## src/rtl/alu_opnd_stage_pkg.sv

```systemverilog
// Shared operand-mode encodings and default widths for the ID/EX operand stage.
package alu_opnd_stage_pkg;

    localparam int unsigned ALU_SRC_WIDTH  = 3;
    localparam int unsigned CPU_WIDTH      = 32;
    localparam int unsigned REG_ADDR_WIDTH = 5;
    localparam int unsigned STALL_CNT_W    = 16;

    typedef enum logic [ALU_SRC_WIDTH-1:0] {
        ALU_SRC_REG      = 3'd0,
        ALU_SRC_IMM      = 3'd1,
        ALU_SRC_FOUR_PC  = 3'd2,
        ALU_SRC_IMM_PC   = 3'd3,
        ALU_SRC_ZERO_IMM = 3'd4
    } alu_src_e;

endpackage

```

## src/rtl/alu_opnd_stage_fwd_sel.sv

```systemverilog
// Per-operand priority forwarding mux with load-use detection; lowest source index wins.
module alu_opnd_stage_fwd_sel #(
    parameter int unsigned DATA_W = 32,
    parameter int unsigned REG_AW = 5,
    parameter int unsigned FWD_N  = 2
) (
    input  logic [REG_AW-1:0]       rs_addr,
    input  logic [DATA_W-1:0]       rf_data,
    input  logic                    opnd_use,
    input  logic [FWD_N-1:0]        fwd_valid,
    input  logic [FWD_N-1:0]        fwd_pending,
    input  logic [FWD_N*REG_AW-1:0] fwd_addr,
    input  logic [FWD_N*DATA_W-1:0] fwd_data,
    output logic [DATA_W-1:0]       opnd_data_c,
    output logic                    opnd_hazard_c
);

    logic hit_c;

    // x0 and unused operands never match, so they fall through to regfile data
    always_comb begin
        hit_c         = 1'b0;
        opnd_data_c   = rf_data;
        opnd_hazard_c = 1'b0;
        for (int unsigned i = 0; i < FWD_N; i++) begin
            if (!hit_c && opnd_use && (rs_addr != '0) && fwd_valid[i] &&
                (fwd_addr[i*REG_AW +: REG_AW] == rs_addr)) begin
                hit_c         = 1'b1;
                opnd_data_c   = fwd_data[i*DATA_W +: DATA_W];
                opnd_hazard_c = fwd_pending[i];
            end
        end
    end

endmodule

```

## src/rtl/alu_opnd_stage.sv

```systemverilog
// ID/EX operand stage: operand select, forwarding, load-use stall and registered handshake.
// Optional hazard-cycle counter enabled by defining OPND_STALL_CNT_EN.
module alu_opnd_stage
    import alu_opnd_stage_pkg::*;
#(
    parameter int unsigned DATA_W = CPU_WIDTH,
    parameter int unsigned REG_AW = REG_ADDR_WIDTH,
    parameter int unsigned FWD_N  = 2,
    parameter int unsigned PC_INC = 4
) (
    input  logic                     clk,
    input  logic                     rst_n,
    input  logic                     in_valid,
    output logic                     in_ready,
    input  logic [ALU_SRC_WIDTH-1:0] alu_src_sel,
    input  logic [REG_AW-1:0]        rs1_addr,
    input  logic [REG_AW-1:0]        rs2_addr,
    input  logic [DATA_W-1:0]        reg1_rdata,
    input  logic [DATA_W-1:0]        reg2_rdata,
    input  logic [DATA_W-1:0]        imm,
    input  logic [DATA_W-1:0]        curr_pc,
    input  logic [FWD_N-1:0]         fwd_valid,
    input  logic [FWD_N-1:0]         fwd_pending,
    input  logic [FWD_N*REG_AW-1:0]  fwd_addr,
    input  logic [FWD_N*DATA_W-1:0]  fwd_data,
    input  logic                     flush,
    output logic                     out_valid,
    input  logic                     out_ready,
    output logic [DATA_W-1:0]        alu_src1,
    output logic [DATA_W-1:0]        alu_src2,
    output logic                     hazard,
    output logic [STALL_CNT_W-1:0]   stall_cnt
);

    logic              use1_c, use2_c;
    logic              hz1_c, hz2_c, hazard_c, ready_c, accept_c;
    logic [DATA_W-1:0] r1_c, r2_c;
    logic [DATA_W-1:0] src1_d, src1_q, src2_d, src2_q;
    logic              out_valid_d, out_valid_q;

    // Which register operands the mode actually consumes (codes 5-7 alias REG)
    always_comb begin
        use1_c = 1'b1;
        use2_c = 1'b1;
        case (alu_src_e'(alu_src_sel))
            ALU_SRC_IMM:      use2_c = 1'b0;
            ALU_SRC_FOUR_PC,
            ALU_SRC_IMM_PC,
            ALU_SRC_ZERO_IMM: begin
                use1_c = 1'b0;
                use2_c = 1'b0;
            end
            default: ;
        endcase
    end

    alu_opnd_stage_fwd_sel #(.DATA_W(DATA_W), .REG_AW(REG_AW), .FWD_N(FWD_N)) u_fwd1 (
        .rs_addr       (rs1_addr),
        .rf_data       (reg1_rdata),
        .opnd_use      (use1_c),
        .fwd_valid     (fwd_valid),
        .fwd_pending   (fwd_pending),
        .fwd_addr      (fwd_addr),
        .fwd_data      (fwd_data),
        .opnd_data_c   (r1_c),
        .opnd_hazard_c (hz1_c)
    );

    alu_opnd_stage_fwd_sel #(.DATA_W(DATA_W), .REG_AW(REG_AW), .FWD_N(FWD_N)) u_fwd2 (
        .rs_addr       (rs2_addr),
        .rf_data       (reg2_rdata),
        .opnd_use      (use2_c),
        .fwd_valid     (fwd_valid),
        .fwd_pending   (fwd_pending),
        .fwd_addr      (fwd_addr),
        .fwd_data      (fwd_data),
        .opnd_data_c   (r2_c),
        .opnd_hazard_c (hz2_c)
    );

    always_comb begin
        src1_d = r1_c;
        src2_d = r2_c;
        case (alu_src_e'(alu_src_sel))
            ALU_SRC_IMM:      src2_d = imm;
            ALU_SRC_FOUR_PC: begin
                src1_d = DATA_W'(PC_INC);
                src2_d = curr_pc;
            end
            ALU_SRC_IMM_PC: begin
                src1_d = imm;
                src2_d = curr_pc;
            end
            ALU_SRC_ZERO_IMM: begin
                src1_d = '0;
                src2_d = imm;
            end
            default: ;
        endcase
    end

    assign hazard_c = in_valid & (hz1_c | hz2_c);
    assign ready_c  = ~hazard_c & ~flush & (~out_valid_q | out_ready);
    assign accept_c = in_valid & ready_c;

    // Flush beats accept; an unconsumed entry holds, a consumed one drains
    always_comb begin
        out_valid_d = out_valid_q;
        if (flush) begin
            out_valid_d = 1'b0;
        end else if (accept_c) begin
            out_valid_d = 1'b1;
        end else if (out_ready) begin
            out_valid_d = 1'b0;
        end
    end

    always_ff @(posedge clk or negedge rst_n) begin
        if (!rst_n) begin
            out_valid_q <= 1'b0;
            src1_q      <= '0;
            src2_q      <= '0;
        end else begin
            out_valid_q <= out_valid_d;
            if (accept_c) begin
                src1_q <= src1_d;
                src2_q <= src2_d;
            end
        end
    end

`ifdef OPND_STALL_CNT_EN
    logic [STALL_CNT_W-1:0] stall_cnt_d, stall_cnt_q;

    // Saturating count of load-use stall cycles; survives flush
    always_comb begin
        stall_cnt_d = stall_cnt_q;
        if (hazard_c && (stall_cnt_q != {STALL_CNT_W{1'b1}})) begin
            stall_cnt_d = stall_cnt_q + STALL_CNT_W'(1);
        end
    end

    always_ff @(posedge clk or negedge rst_n) begin
        if (!rst_n) begin
            stall_cnt_q <= '0;
        end else begin
            stall_cnt_q <= stall_cnt_d;
        end
    end

    assign stall_cnt = stall_cnt_q;
`else
    assign stall_cnt = '0;
`endif

    assign in_ready  = ready_c;
    assign hazard    = hazard_c;
    assign out_valid = out_valid_q;
    assign alu_src1  = src1_q;
    assign alu_src2  = src2_q;

endmodule

```

## config.mk

```make
export PLATFORM = sky130hd
export DESIGN_NAME = alu_opnd_stage
export DESIGN_NICKNAME = d
export VERILOG_FILES = /design/src/rtl/alu_opnd_stage_pkg.sv /design/src/rtl/alu_opnd_stage_fwd_sel.sv /design/src/rtl/alu_opnd_stage.sv
export SDC_FILE = /design/constraint.sdc
export NUM_CORES = 1
export LEC_CHECK = 0
export ABC_AREA = 1
export BUFFER_PORTS_ARGS = -buffer_cell sky130_fd_sc_hd__buf_2
export CELL_PAD_IN_SITES_DETAIL_PLACEMENT = 2
export CELL_PAD_IN_SITES_GLOBAL_PLACEMENT = 2
export CORE_UTILIZATION = 21
export CTS_BUF_LIST = sky130_fd_sc_hd__clkbuf_16
export CTS_CLUSTER_SIZE = 24
export DETAILED_ROUTE_END_ITERATION = 8
export PLACE_DENSITY = 0.85
export SKIP_LAST_GASP = 1
export SLEW_MARGIN = 20
export SYNTH_ARGS = -nofsm -noshare
export SYNTH_HDL_FRONTEND = slang
export SYNTH_SLANG_ARGS = --single-unit
```

## constraint.sdc

```tcl
create_clock -name clk -period 1.61 [get_ports clk]
set_input_delay 0.322 -clock clk [delete_from_list [all_inputs] [get_ports clk]]
set_output_delay 0.322 -clock clk [all_outputs]
set_load 0.02 [all_outputs]
```

Yosys cells after proc, flatten, opt, wreduce, memory -nomap -nowiden --
Cells that the tools add are included.
Operators by class: equality and inequality tests 8, muxes and demuxes 17, bitwise logic cells 9, reductions and logical operators 23
Operators with widths (number):
- $mux W32 | 4
- $pmux W32 S3 | 1
- $pmux W32 S2 | 1
- $eq A5 B5 Y1 | 4
- $logic_and A1 B1 Y1 | 14
- $mux W1 | 11
- $reduce_bool A5 Y1 | 2
- $eq A3 B2 Y1 const B | 2
- $and A1 B1 Y1 | 4
- $reduce_or A2 Y1 | 2
- $reduce_or A4 Y1 | 1
- $eq A3 B1 Y1 const B | 1
- $eq A3 B3 Y1 const B | 1
- $not A1 Y1 | 3
- $reduce_bool A3 Y1 | 1
- $reduce_or A3 Y1 | 1
- $logic_not A1 Y1 | 2
- $or A1 B1 Y1 | 2
Storage, ports and cells: bits in registers 65, output and inout bits 83, logic and storage cells 60

Logic depth before layout (Yosys ltp) --
Gate-level depths: netlist (run 1).
depth in word-level cells 21, depth in mapped cells 15, gate-level depth less buffers 14

Modules after synthesis --
A second synthesis (run 1) with hierarchy kept.
Unflattened totals: cells, all modules 1194, area, all modules 6897.9 sq um
Modules (own cells, without submodules):
- alu_opnd_stage | instances 1, cells an instance 568, area an instance 3917.5 sq um, sequential area each 1626.6 sq um
- alu_opnd_stage_fwd_sel | instances 2, cells an instance 313, area an instance 1490.2 sq um, sequential area each 0.0 sq um

Least setup slack after synthesis (run 1) --
No wires, ideal clock.
path type input port to output port, start point in alu_src_sel[1], end point out in_ready, data arrival time 1850 ps, data required time 1288 ps, slack -562 ps, stages on the path 9, path buffers 0, cells stage by stage o21ai_1 > nand2_1 > nand2_2 > nor2_4 > nand3_1 > nand2_1 > nand2_1 > a21boi_0 > nor3_1
Between the ends: longest elaborated chain between the ends 18, elaborated cells on any way between the ends 35, classes of those cells eq/ne: 4; mux: 8; bitwise: 5; reduce/logical: 18
RTL lines:
- from (decl) | RTL line alu_opnd_stage.sv:15 | input logic [ALU_SRC_WIDTH-1:0] alu_src_sel,
- $eq A3 B3 Y1, or another cell as far along | RTL line alu_opnd_stage.sv:45 | case (alu_src_e'(alu_src_sel))
- $reduce_or A4 Y1 (no line) / $reduce_or A3 Y1 (equally long branches)
- $mux W1 | RTL line alu_opnd_stage.sv:45
- $logic_and A1 B1 Y1 (3 in series) | RTL line alu_opnd_stage_fwd_sel.sv:26 | if (!hit_c && opnd_use && (rs_addr != '0) && fwd_valid[i] &&
- $mux W1 | RTL line alu_opnd_stage_fwd_sel.sv:26
- $logic_not A1 Y1 | RTL line alu_opnd_stage_fwd_sel.sv:26
- $logic_and A1 B1 Y1 (4 in series) | RTL line alu_opnd_stage_fwd_sel.sv:26
- $mux W1 | RTL line alu_opnd_stage_fwd_sel.sv:26
- $or A1 B1 Y1 * | RTL line alu_opnd_stage.sv:102 | assign hazard_c = in_valid & (hz1_c | hz2_c);
- $and A1 B1 Y1 * | RTL line alu_opnd_stage.sv:102
- via hazard | RTL line alu_opnd_stage.sv:31 | output logic hazard,
- $not A1 Y1 * | RTL line alu_opnd_stage.sv:103 | assign ready_c = ~hazard_c & ~flush & (~out_valid_q | out_ready);
- $and A1 B1 Y1 * (2 in series) | RTL line alu_opnd_stage.sv:103
- to (decl) | RTL line alu_opnd_stage.sv:14 | output logic in_ready,
Mark *: on every way through the listed nets, which the timed path passes. The rest lies on a longest branch.

Worst setup path after layout (run 1) --
start point in rs2_addr[4], end point out in_ready
Between the ends: longest elaborated chain between the ends 16, elaborated cells on any way between the ends 19, classes of those cells eq/ne: 2; mux: 3; bitwise: 5; reduce/logical: 9
RTL lines:
- from (decl) | RTL line alu_opnd_stage.sv:17 | input logic [REG_AW-1:0] rs2_addr,
- $reduce_bool A5 Y1 | RTL line alu_opnd_stage_fwd_sel.sv:26
- $logic_and A1 B1 Y1 (3 in series) | RTL line alu_opnd_stage_fwd_sel.sv:26
- $mux W1 | RTL line alu_opnd_stage_fwd_sel.sv:26
- $logic_not A1 Y1 | RTL line alu_opnd_stage_fwd_sel.sv:26
- $logic_and A1 B1 Y1 (4 in series) | RTL line alu_opnd_stage_fwd_sel.sv:26
- $mux W1 * | RTL line alu_opnd_stage_fwd_sel.sv:26
- $or A1 B1 Y1 * | RTL line alu_opnd_stage.sv:102
- $and A1 B1 Y1 * | RTL line alu_opnd_stage.sv:102
- $not A1 Y1 * | RTL line alu_opnd_stage.sv:103
- $and A1 B1 Y1 * (2 in series) | RTL line alu_opnd_stage.sv:103
Every way passes the cells marked *; elsewhere a longest branch is shown, timed or not.

==> results.tsv, run 1 <==
stage	metric	value	unit
status	status	finished, violations left	
status	failing checks	negative setup slack	
clock_network	Worst-path clk slew	0.06	ns
worst_hold_path	Hold Crit Class	in -> reg	
floorplanning	DIE WIDTH	167	um
yosys	adder-cell share of the synthesized area	0	
critical_path	Reg2Reg Setup Slack	-0.02	ns
final_layout	Layout area overhead	78.1	%
final_layout	fin area	10200	sq um
critical_path	WS Path Type	in -> out	
timing	relative slew slack	0.642	
final_layout	Reg area	1630	sq um
timing	Final Slew Violations	0	
critical_path	Startpoint Class	input port	
yosys	#FFs+latches synth	65	
timing	actual slew at the worst max-slew pin	0.537	ns
critical_path	FF-to-FF End	alu_src2[27]	
timing	setup ws final	-0.354	ns
global_route	total grt overflow	0	
global_route	initial antenna violation count	4	
clock_network	TritonCTS buffer count	9	
yosys	Synthesis Warnings	0	
pwr	leakage power total	6.00	nW
routing	via count	8363	
floorplanning	Rows	60	
place	post-DP HPWL	23600	um
global_route	pin count of the biggest net entering global routing	35	
timing	minimum clock period	1.96	ns
floorplanning	height of the die	167	um
place	Placed Cells	1638	
critical_path	critical path peak fanout	3	
final_layout	Finished Core Util	0.380	
yosys	Synth area leader	nand2_1	
clock_network	H-tree depth	3	
place	placed cell area	7810	sq um
yosys	Synth top area share	0.357	
critical_path	r2r startpoint	out_valid	
final_layout	fin nets	1583	
timing	Fin Hold WS	0.228	ns
final_layout	layout cells sized above 1	0.466	
critical_path	CP endpoint	in_ready	
global_route	number of global-route vias before repair	9403	
critical_path	Worst Setup SP	rs2_addr[4]	
timing	final setup violation count	67	
yosys	compound-cell area share of the yosys netlist	0.0941	
routing	Final ANT Viol Nets	0	
clock_network	clock sink total	65	
clock_network	CTS max path bufs	2	
final_layout	post-route insts no fill	1705	
routing	DRC violations left	0	
pwr	Cell Pwr Density	713	nW/um^2
yosys	mux share of post-synthesis cell area	0	
yosys	top post-synthesis cells by area	nand2_1, dfrtp_1, nand3_1	
floorplanning	initial core utilization	0.213	
timing	Final Hold Fails	0	
yosys	sequential-to-total area share from yosys stat	0.284	
timing	Peak Freq	509	MHz
floorplanning	IO Count	307	
critical_path	crit path capture type	primary output	
yosys	Post-synth ARST share	1.00	
yosys	synth cell count leaders	nand2_1, inv_1, nor2_1	
routing	final wirelength	37800	um
yosys	ys flop type	dfrtp_1	
routing	vias per cell	4.90	
place	global placer's final weighted congestion	0.803	
place	I/O Buffers	290	
yosys	count of cell types in the netlist	24	
floorplanning	die area	28000	sq um
pwr	Max IR drop VDD	442	uV
clock_network	CTS tree	yes	
final_layout	area of the multi-input gates	4420	sq um
yosys	synthesized area per cell	5.61	sq um
critical_path	worst reg2reg path depth	9	
critical_path	required time worst endpoint	1.29	ns
yosys	xor/xnor cell area share of the yosys netlist	0	
yosys	count leader, synth	nand2_1	
global_route	gr usage total	0.264	
yosys	Post-Synthesis Cells	1022	
clock_network	CTS root buffer	clkbuf_16	
yosys	largest family of logic cells by synthesized area	simple AND/OR/NAND/NOR gates	
global_route	first-pass GRT wire length	55200	um
clock_network	clk_lat worst skew	0.33	ns
yosys	simple-gate share of the synthesized area	0.489	
timing	Worst Skew	0.00743	ns
yosys	mapped cell area	5730	sq um
floorplanning	Core Region	26900	sq um
critical_path	CP arrival	1.64	ns
timing	Final Cycle Share	1.22	
yosys	count of flip-flops with a built-in enable after synthesis	0	
job	MaxCap Viol Count	0	
routing	per-cell routed wire length	22.2	um
final_layout	final-layout fill cell count	3219	
timing	RSZ-0062 raised after global routing	true	
routing	Iteration-0 DRC Markers	370	
routing	Pre-Repair DR Iteration Count	5	
## report_power, final
part	switching (mW)	internal (mW)	leakage [nW]	total, mW
registers	0.218	1.94	0.821	2.16
clock network	0.813	1.01	0.122	1.82
logic	2.00	1.30	5.06	3.30
## final cells by class
cell class / instances / area share
Clock inverter: 5 / 0.00245
Multi-Input combinational cell: 801 / 0.433
Inverter: 98 / 0.0408
Sequential cell: 65 / 0.159
Timing Repair Buffer: 384 / 0.300
Antenna cell: 2 / 0.000490
Clock buffer: 9 / 0.0221
Tap cell: 341 / 0.0418
## worst min-delay path by stage
stage | startpoint | end | slack (ns) | cells after the start
4_1_cts | flush | out_valid | 0.21 | 2
6_report | flush | out_valid | 0.23 | 2
2_1_floorplan | rst_n | alu_src1[0] | 0.03 | 0
3_5_place_dp | rst_n | alu_src2[31] | 0.27 | 1
3_3_place_gp | rst_n | alu_src1[0] | 0.26 | 1
5_1_grt | flush | out_valid | 0.21 | 2
## metal layers
metal,global-route usage,vias to the layer above,wire [um]
li1,-,3798,-
met5,0,-,22
met2,0.472,322,19100
met4,0.126,4,1480
met3,0.0477,90,1870
met1,0.303,4149,15400
## through the flow
| step | power (mW) | TNS [ns] | setup slack [ns] |
|---|---|---|---|
| 6_report | 7.28 | -14.11 | -0.354 |
| 5_1_grt | 7.65 | -19.04 | -0.440 |
| 4_1_cts | 7.01 | -14.70 | -0.285 |
| 3_5_place_dp | 4.67 | -31.18 | -0.552 |
| 3_3_place_gp | 4.56 | -24.33 | -0.495 |
| 2_1_floorplan | 3.49 | -0.279 | -0.121 |
## cells in the final DEF, fill, tap and decap left out, types with 4 or more instances in the layout
cell type	instances
buf_2	268
nand2_1	377
o21ai_0	30
nand2_4	73
buf_8	5
nor2_1	68
a32o_1	32
buf_16	19
buf_12	23
nand2_2	98
nor2_4	8
nand3_2	15
o21ai_1	4
nor2_2	12
inv_2	10
clkbuf_16	11
buf_4	37
conb_1	16
inv_4	11
buf_6	29
inv_1	74
nand3_1	56
dfrtp_1	65
## flip-flops by register name, indices dropped and copies added, names as in the netlist
register and cells:
alu_src2 32, alu_src1 32, out_valid 1
## what timing repair did
action	in CTS	in global routing
setup endpoints to repair	67	67
resized for setup	216	211
endpoints found under the hold margin	21	0
cloned	20	2
setup buffers	30	6
pin swaps	75	53
hold buffers	1	0
## kinds of logic (layout without fill, tap and decap cells)
logic type	after synthesis	after routing
flip-flops	65	65
other	1	18
AO/OA/AOI/OAI	73	73
AND/OR/NAND/NOR	712	712
buffers and inverters	171	496
## critical path, stage by stage
cell and delay (ns):
buf_8 0.09, inv_4 0.04, nand2_2 0.07, nand2_2 0.07, nor2_4 0.11, nand2_1 0.09, nor2_2 0.15, nand3_2 0.12
nand2_2 0.11, nand2_4 0.07, a21boi_4 0.22, nor3_4 0.06, buf_6 0.13
No activity file was read; power rests on OpenSTA's default activity.
==> inputs of run 2 (changes only) <==
--- a/config.mk
+++ b/config.mk
@@ -14,6 +14,7 @@
 export CTS_CLUSTER_SIZE = 24
 export DETAILED_ROUTE_END_ITERATION = 8
 export PLACE_DENSITY = 0.85
+export RECOVER_POWER = 25
 export SKIP_LAST_GASP = 1
 export SLEW_MARGIN = 20
 export SYNTH_ARGS = -nofsm -noshare
==> run 2 against run 1 <==
The flow still finishes with violations (negative setup slack). Via count about the same. Maximum frequency about the same. Critical path depth unchanged. Clock skew about the same. Clock power about the same. Combinational power about the same. Non-clock buffer count unchanged. Count of clock-buffer cells in the layout unchanged. Sequential power about the same. Global-route usage unchanged.
==> results.tsv, run 2 (synthesis results as in run 1) <==
stage	metric	value	unit	change
status	status	finished, violations left		
status	failing checks	negative setup slack		
place	post-DP HPWL	23600	um	unchanged
clock_network	CTS root buffer	clkbuf_16		
clock_network	clk_lat worst skew	0.33	ns	about the same
clock_network	clock sink total	65		unchanged
clock_network	TritonCTS buffer count	9		unchanged
routing	Pre-Repair DR Iteration Count	5		unchanged
routing	DRC violations left	0		unchanged
critical_path	crit path capture type	primary output		
floorplanning	Core Region	26900	sq um	unchanged
critical_path	Most common cell on crit path	nand2_2		
pwr	leakage power total	6.00	nW	about the same
final_layout	fin nets	1583		unchanged
routing	Final ANT Viol Nets	0		unchanged
final_layout	area of the multi-input gates	4420	sq um	unchanged
place	I/O Buffers	290		unchanged
critical_path	Crit path largest cell delay	0.22	ns	about the same
global_route	pin count of the biggest net entering global routing	35		unchanged
global_route	first-pass GRT wire length	55200	um	unchanged
routing	vias per cell	4.90		about the same
global_route	total grt overflow	0		unchanged
critical_path	critical path peak fanout	3		unchanged
timing	relative slew slack	0.526		-0.116
pwr	Cell Pwr Density	714	nW/um^2	about the same
clock_network	Worst-path clk slew	0.06	ns	about the same
floorplanning	DIE WIDTH	167	um	unchanged
timing	RSZ-0062 raised after global routing	true		
critical_path	WS Path Type	in -> out		
critical_path	crit path buf inv count	3		unchanged
routing	final wirelength	37800	um	about the same
timing	Fin Hold WS	0.228	ns	+0.000157 ns
final_layout	commonest cells after routing, fill and taps aside	nand2_1, buf_2, nand2_2		
timing	Worst Skew	0.00770	ns	+0.000274 ns
floorplanning	Rows	60		unchanged
global_route	number of global-route vias before repair	9403		unchanged
timing	final setup violation count	67		unchanged
critical_path	Top delay family on crit path	simple AND/OR/NAND/NOR gates		
worst_hold_path	end of the worst hold path	out_valid		
critical_path	critical path, cell by cell	buf_8 -> inv_4 -> nand2_2 -> nand2_2 -> nor2_4 -> nand2_1 -> nor2_2 -> nand3_2 -> nand2_2 -> nand2_4 -> a21boi_4 -> nor3_4 -> buf_6		
place	global placer's final weighted congestion	0.803		unchanged
clock_network	CTS max path bufs	2		unchanged
timing	Peak Freq	509	MHz	about the same
clock_network	H-tree depth	3		unchanged
worst_hold_path	Worst Hold Launch	flush		
floorplanning	initial core utilization	0.213		unchanged
final_layout	layout cells sized above 1	0.466		unchanged
job	MaxCap Viol Count	0		unchanged
global_route	initial antenna violation count	4		unchanged
pwr	Total Power	7.28	mW	about the same
floorplanning	height of the die	167	um	unchanged
critical_path	CP arrival	1.64	ns	about the same
timing	Final Hold Fails	0		unchanged
floorplanning	die area	28000	sq um	unchanged
final_layout	final-layout fill cell count	3223		+0.12%
routing	per-cell routed wire length	22.2	um	about the same
global_route	gr usage total	0.264		unchanged
timing	minimum clock period	1.97	ns	+0.00147 ns
pwr	Max IR drop VDD	442	uV	about the same
timing	Final Cycle Share	1.22		about the same
critical_path	Startpoint Class	input port		
timing	setup ws final	-0.356	ns	-0.00147 ns
worst_hold_path	Hold Crit Class	in -> reg		
worst_hold_path	Hold Crit Depth	2		unchanged
final_layout	Reg area	1630	sq um	unchanged
critical_path	FF-to-FF End	alu_src2[27]		
timing	actual slew at the worst max-slew pin	0.711	ns	+0.174 ns
routing	Iteration-0 DRC Markers	370		unchanged
floorplanning	IO Count	307		unchanged
critical_path	slowest CP cell	a21boi_4		
final_layout	most common cell after layout, fill and taps aside	nand2_1		
critical_path	required time worst endpoint	1.29	ns	about the same
final_layout	Layout area overhead	77.8	%	
critical_path	r2r startpoint	out_valid		
routing	via count	8357		-0.072%
timing	Final Slew Violations	0		unchanged
clock_network	CTS tree	yes		
critical_path	worst reg2reg path depth	9		unchanged
critical_path	Reg2Reg Setup Slack	-0.01	ns	about the same
[run 2: cell types whose count changed in the layout (fill, tap and decap cells not counted)]
| cell | delta |
|---|---|
| buf_6 | +1 |
| buf_4 | -2 |
| clkbuf_2 | +2 |
| buf_12 | -1 |
[run 2: timing repair]
action	in CTS	in global routing
resized for setup	216	211
endpoints found under the setup margin	67	67
endpoints found under the hold margin	21	0
cloned	20	2
buffers inserted	30	6
hold buffers	1	0
pin swaps	75	53
[run 2: layout make-up]
| class | instances | share of cell area |
|---|---|---|
| clock buffers | 9 | 0.0221 |
| clock inverters | 5 | 0.00245 |
| multi-input cells | 801 | 0.434 |
| well taps | 341 | 0.0418 |
| repair buffers | 384 | 0.299 |
| inverters | 98 | 0.0409 |
| flip-flops and latches | 65 | 0.160 |
| diodes | 2 | 0.000491 |
[run 2: worst max path at each step]
stage                     slack (ns)  depth (start not counted)        to            from
after global routing           -0.44                         13  in_ready     rs2_addr[4]
after floorplan                -0.12                          9  in_ready  alu_src_sel[2]
after CTS                      -0.29                         13  in_ready     rs2_addr[4]
final                          -0.36                         13  in_ready     rs2_addr[4]
after detailed placement       -0.55                         12  in_ready  alu_src_sel[1]
after global placement         -0.50                         13  in_ready     rs2_addr[4]
[run 2: power by group]
part           switching [mW]  internal (mW)
combinational            2.00           1.30
clock                   0.812           1.01
sequential              0.218           1.94
[run 2: stage by stage]
stage	worst slack [ns]	setup TNS, ns	instances	utilization	instance area (sq um)
after floorplan	-0.121	-0.279	1037	-	5890
after global placement	-0.495	-24.33	1638	0.291	7810
after detailed placement	-0.552	-31.18	1638	0.291	7810
after CTS	-0.285	-14.70	1701	0.353	9500
after global routing	-0.440	-19.04	1704	0.379	10200
final	-0.356	-14.05	1705	0.379	10200
[run 2: layer usage]
layer	routed length (um)	global-route usage	vias up
met4	1480	0.126	4
met1	15400	0.303	4145
met5	22	0	-
li1	-	-	3798
met2	19100	0.472	320
met3	1860	0.0477	90
==> inputs of run 3 (changes only) <==
==> constraint.sdc (replaced) <==
create_clock -name clk -period 1.61 [get_ports clk]
set_input_delay 0.0805 -clock clk [delete_from_list [all_inputs] [get_ports clk]]
set_output_delay 0.0805 -clock clk [all_outputs]
set_load 0.02 [all_outputs]
==> run 3 against run 2 <==
The run now ends clean. Power fell by 7.5%. Global-route usage fell by 3.9 points. Clock skew fell by 0.0018 ns. Maximum frequency rose by 28%. Clock power rose by 11%. Sequential power fell by 2%. Critical endpoint unchanged. Largest cell class unchanged. Largest power group unchanged. Highest routed layer is now met4.
==> results.tsv, run 3 (synthesis results as in run 1) <==
stage	metric	value	unit	change
final_layout	commonest cells after routing, fill and taps aside	nand2_1, buf_2, inv_1		
timing	actual slew at the worst max-slew pin	0.879	ns	+0.167 ns
pwr	power share of the clock group	0.301		+0.050
routing	Pre-Repair DR Iteration Count	4		-1
floorplanning	die area	28000	sq um	unchanged
critical_path	Top delay family on crit path	simple AND/OR/NAND/NOR gates		
final_layout	fin nets	1552		-2.0%
floorplanning	DIE WIDTH	167	um	unchanged
global_route	total grt overflow	0		unchanged
final_layout	Reg area	1630	sq um	unchanged
timing	Final Cycle Share	0.956		-0.265
final_layout	Finished Core Util	0.312		-0.0669
timing	minimum clock period	1.54	ns	-0.427 ns
timing	relative slew slack	0.414		-0.111
critical_path	slowest CP cell	a21boi_2		
floorplanning	height of the die	167	um	unchanged
status	status	finished clean		
clock_network	TritonCTS buffer count	9		unchanged
pwr	Psw	2.68	mW	-12%
critical_path	Most common cell on crit path	nand2_4		
pwr	switching share of power	0.398		-0.0179
clock_network	CTS max path bufs	2		unchanged
critical_path	required time worst endpoint	1.53	ns	+0.24 ns
critical_path	crit path capture type	primary output		
routing	DRC violations left	0		unchanged
timing	Peak Freq	650	MHz	+28%
final_layout	final-layout fill cell count	3467		+7.6%
floorplanning	IO Count	307		unchanged
pwr	Int Pwr	4.05	mW	-4.7%
place	global placer's final weighted congestion	0.855		+6.5%
critical_path	CP arrival	1.46	ns	-0.18 ns
timing	Final Slew Violations	0		unchanged
floorplanning	Rows	60		unchanged
global_route	initial antenna violation count	3		-1
final_layout	Layout area overhead	46.5	%	
clock_network	H-tree depth	3		unchanged
critical_path	Startpoint Class	input port		
clock_network	CTS root buffer	clkbuf_16		
pwr	Gate power share	0.384		-0.069
critical_path	Reg2Reg Setup Slack	0.11	ns	+0.12 ns
pwr	Cell Pwr Density	801	nW/um^2	+12%
clock_network	Worst-path clk slew	0.06	ns	about the same
timing	final setup violation count	0		-100%
critical_path	WS Path Type	in -> out		
global_route	pin count of the biggest net entering global routing	38		+8.6%
critical_path	critical path peak fanout	3		unchanged
floorplanning	initial core utilization	0.213		unchanged
routing	final wirelength	31900	um	-16%
routing	Final ANT Viol Nets	0		unchanged
worst_hold_path	Hold Crit Class	in -> reg		
critical_path	critical path, cell by cell	buf_2 -> inv_2 -> nor2_4 -> inv_2 -> buf_4 -> nand2_4 -> nor2_4 -> nand3_4 -> nand2_4 -> nand2_4 -> a21boi_2 -> nor3_2 -> buf_4		
pwr	Flop pwr share	0.316		+0.019
job	MaxCap Viol Count	0		unchanged
final_layout	layout cells sized above 1	0.310		-0.156
place	post-DP HPWL	24300	um	+3.0%
clock_network	clk_lat worst skew	0.34	ns	about the same
routing	Iteration-0 DRC Markers	426		+15%
timing	Worst Skew	0.00593	ns	-0.00177 ns
final_layout	area of the multi-input gates	3570	sq um	-19%
routing	via count	7886		-5.6%
global_route	gr usage total	0.225		-0.0388
timing	Fin Hold WS	0.0375	ns	-0.190 ns
clock_network	clock sink total	65		unchanged
routing	per-cell routed wire length	19.0	um	-14%
clock_network	CTS tree	yes		
routing	vias per cell	4.71		-4.0%
floorplanning	Core Region	26900	sq um	unchanged
pwr	leakage power total	5.04	nW	-16%
final_layout	most common cell after layout, fill and taps aside	nand2_1		
timing	Final Hold Fails	0		unchanged
place	I/O Buffers	290		unchanged
pwr	Max IR drop VDD	410	uV	-7.3%
critical_path	crit path buf inv count	5		+2
global_route	number of global-route vias before repair	8596		-8.6%
critical_path	Crit path largest cell delay	0.20	ns	-0.02 ns
global_route	first-pass GRT wire length	48300	um	-13%
==> run 3: changes by cell type in the layout (fill, tap and decap cells not counted), moves of 11 or more <==
cell	previous run	this run
buf_6	30	4
nand3_2	15	2
nand2_2	98	11
buf_2	268	286
nand3_1	56	69
nand2_1	377	533
nand2_4	73	4
inv_1	74	92
buf_12	22	11
buf_4	35	49
buf_16	19	0
==> run 3: metal layers <==
metal	track usage	up-vias	share of wire
li1	-	3725	-
met1	0.278	3892	0.43
met2	0.405	233	0.51
met3	0.0260	36	0.041
met4	0.0714	0	0.019
met5	0	-	0
==> run 3: power groups by stage <==
stage	clock network, mW	logic (mW)	registers (mW)
after global placement	0	2.45	2.14
after floorplan	0	0.965	2.51
final	2.02	2.58	2.12
after CTS	2.08	2.57	2.13
after global routing	2.13	2.82	2.16
after detailed placement	0	2.54	2.15
==> run 3: path summary, 6_finish.rpt <==
path | endpoint | from | cells after the start
worst max register to register | alu_src2[31] | out_valid | 8
max in group asynchronous | alu_src1[12] | rst_n | 3
worst min-delay path | out_valid | out_ready | 4
worst min register to register | alu_src2[20] | alu_src2[20] | 2
min in group asynchronous | alu_src2[3] | rst_n | 2
worst max-delay path | in_ready | alu_src_sel[1] | 13
==> run 3: timing repair <==
item                                    4_1_cts  5_1_grt
hold endpoints to repair                     66        0
gates resized for setup                      14       37
pin swaps                                     5       24
hold buffers                                  2        0
endpoints found under the setup margin        2       62
cloned                                        0        1
buffers inserted                              3        2
==> run 3: through the flow <==
step	cells	power (mW)	area (sq um)	TNS, ns	setup slack [ns]
3_3_place_gp	1652	4.59	7910	-11.12	-0.215
3_5_place_dp	1652	4.69	7910	-18.82	-0.348
4_1_cts	1673	6.78	8280	0	0.000999
6_report	1676	6.73	8400	0	0.0712
2_1_floorplan	1037	3.47	5790	0	0.137
5_1_grt	1676	7.11	8400	-0.0128	-0.00682
==> run 3: layout make-up <==
type                            count  area share
Timing Repair Buffer              353       0.251
Antenna cell                        2    0.000596
Multi-Input combinational cell    801       0.425
Inverter                           98      0.0441
Clock buffer                        9      0.0268
Tap cell                          341      0.0508
Clock inverter                      7     0.00760
Sequential cell                    65       0.194
==> run 3: worst register-to-register path, stage by stage (launching register included) <==
cell and delay (ns):
dfrtp_1 0.39, nand2_1 0.10, inv_1 0.08, nor2_2 0.17
nand4_4 0.14, buf_4 0.20, buf_12 0.16, nand2_1 0.09
nand2_1 0.07
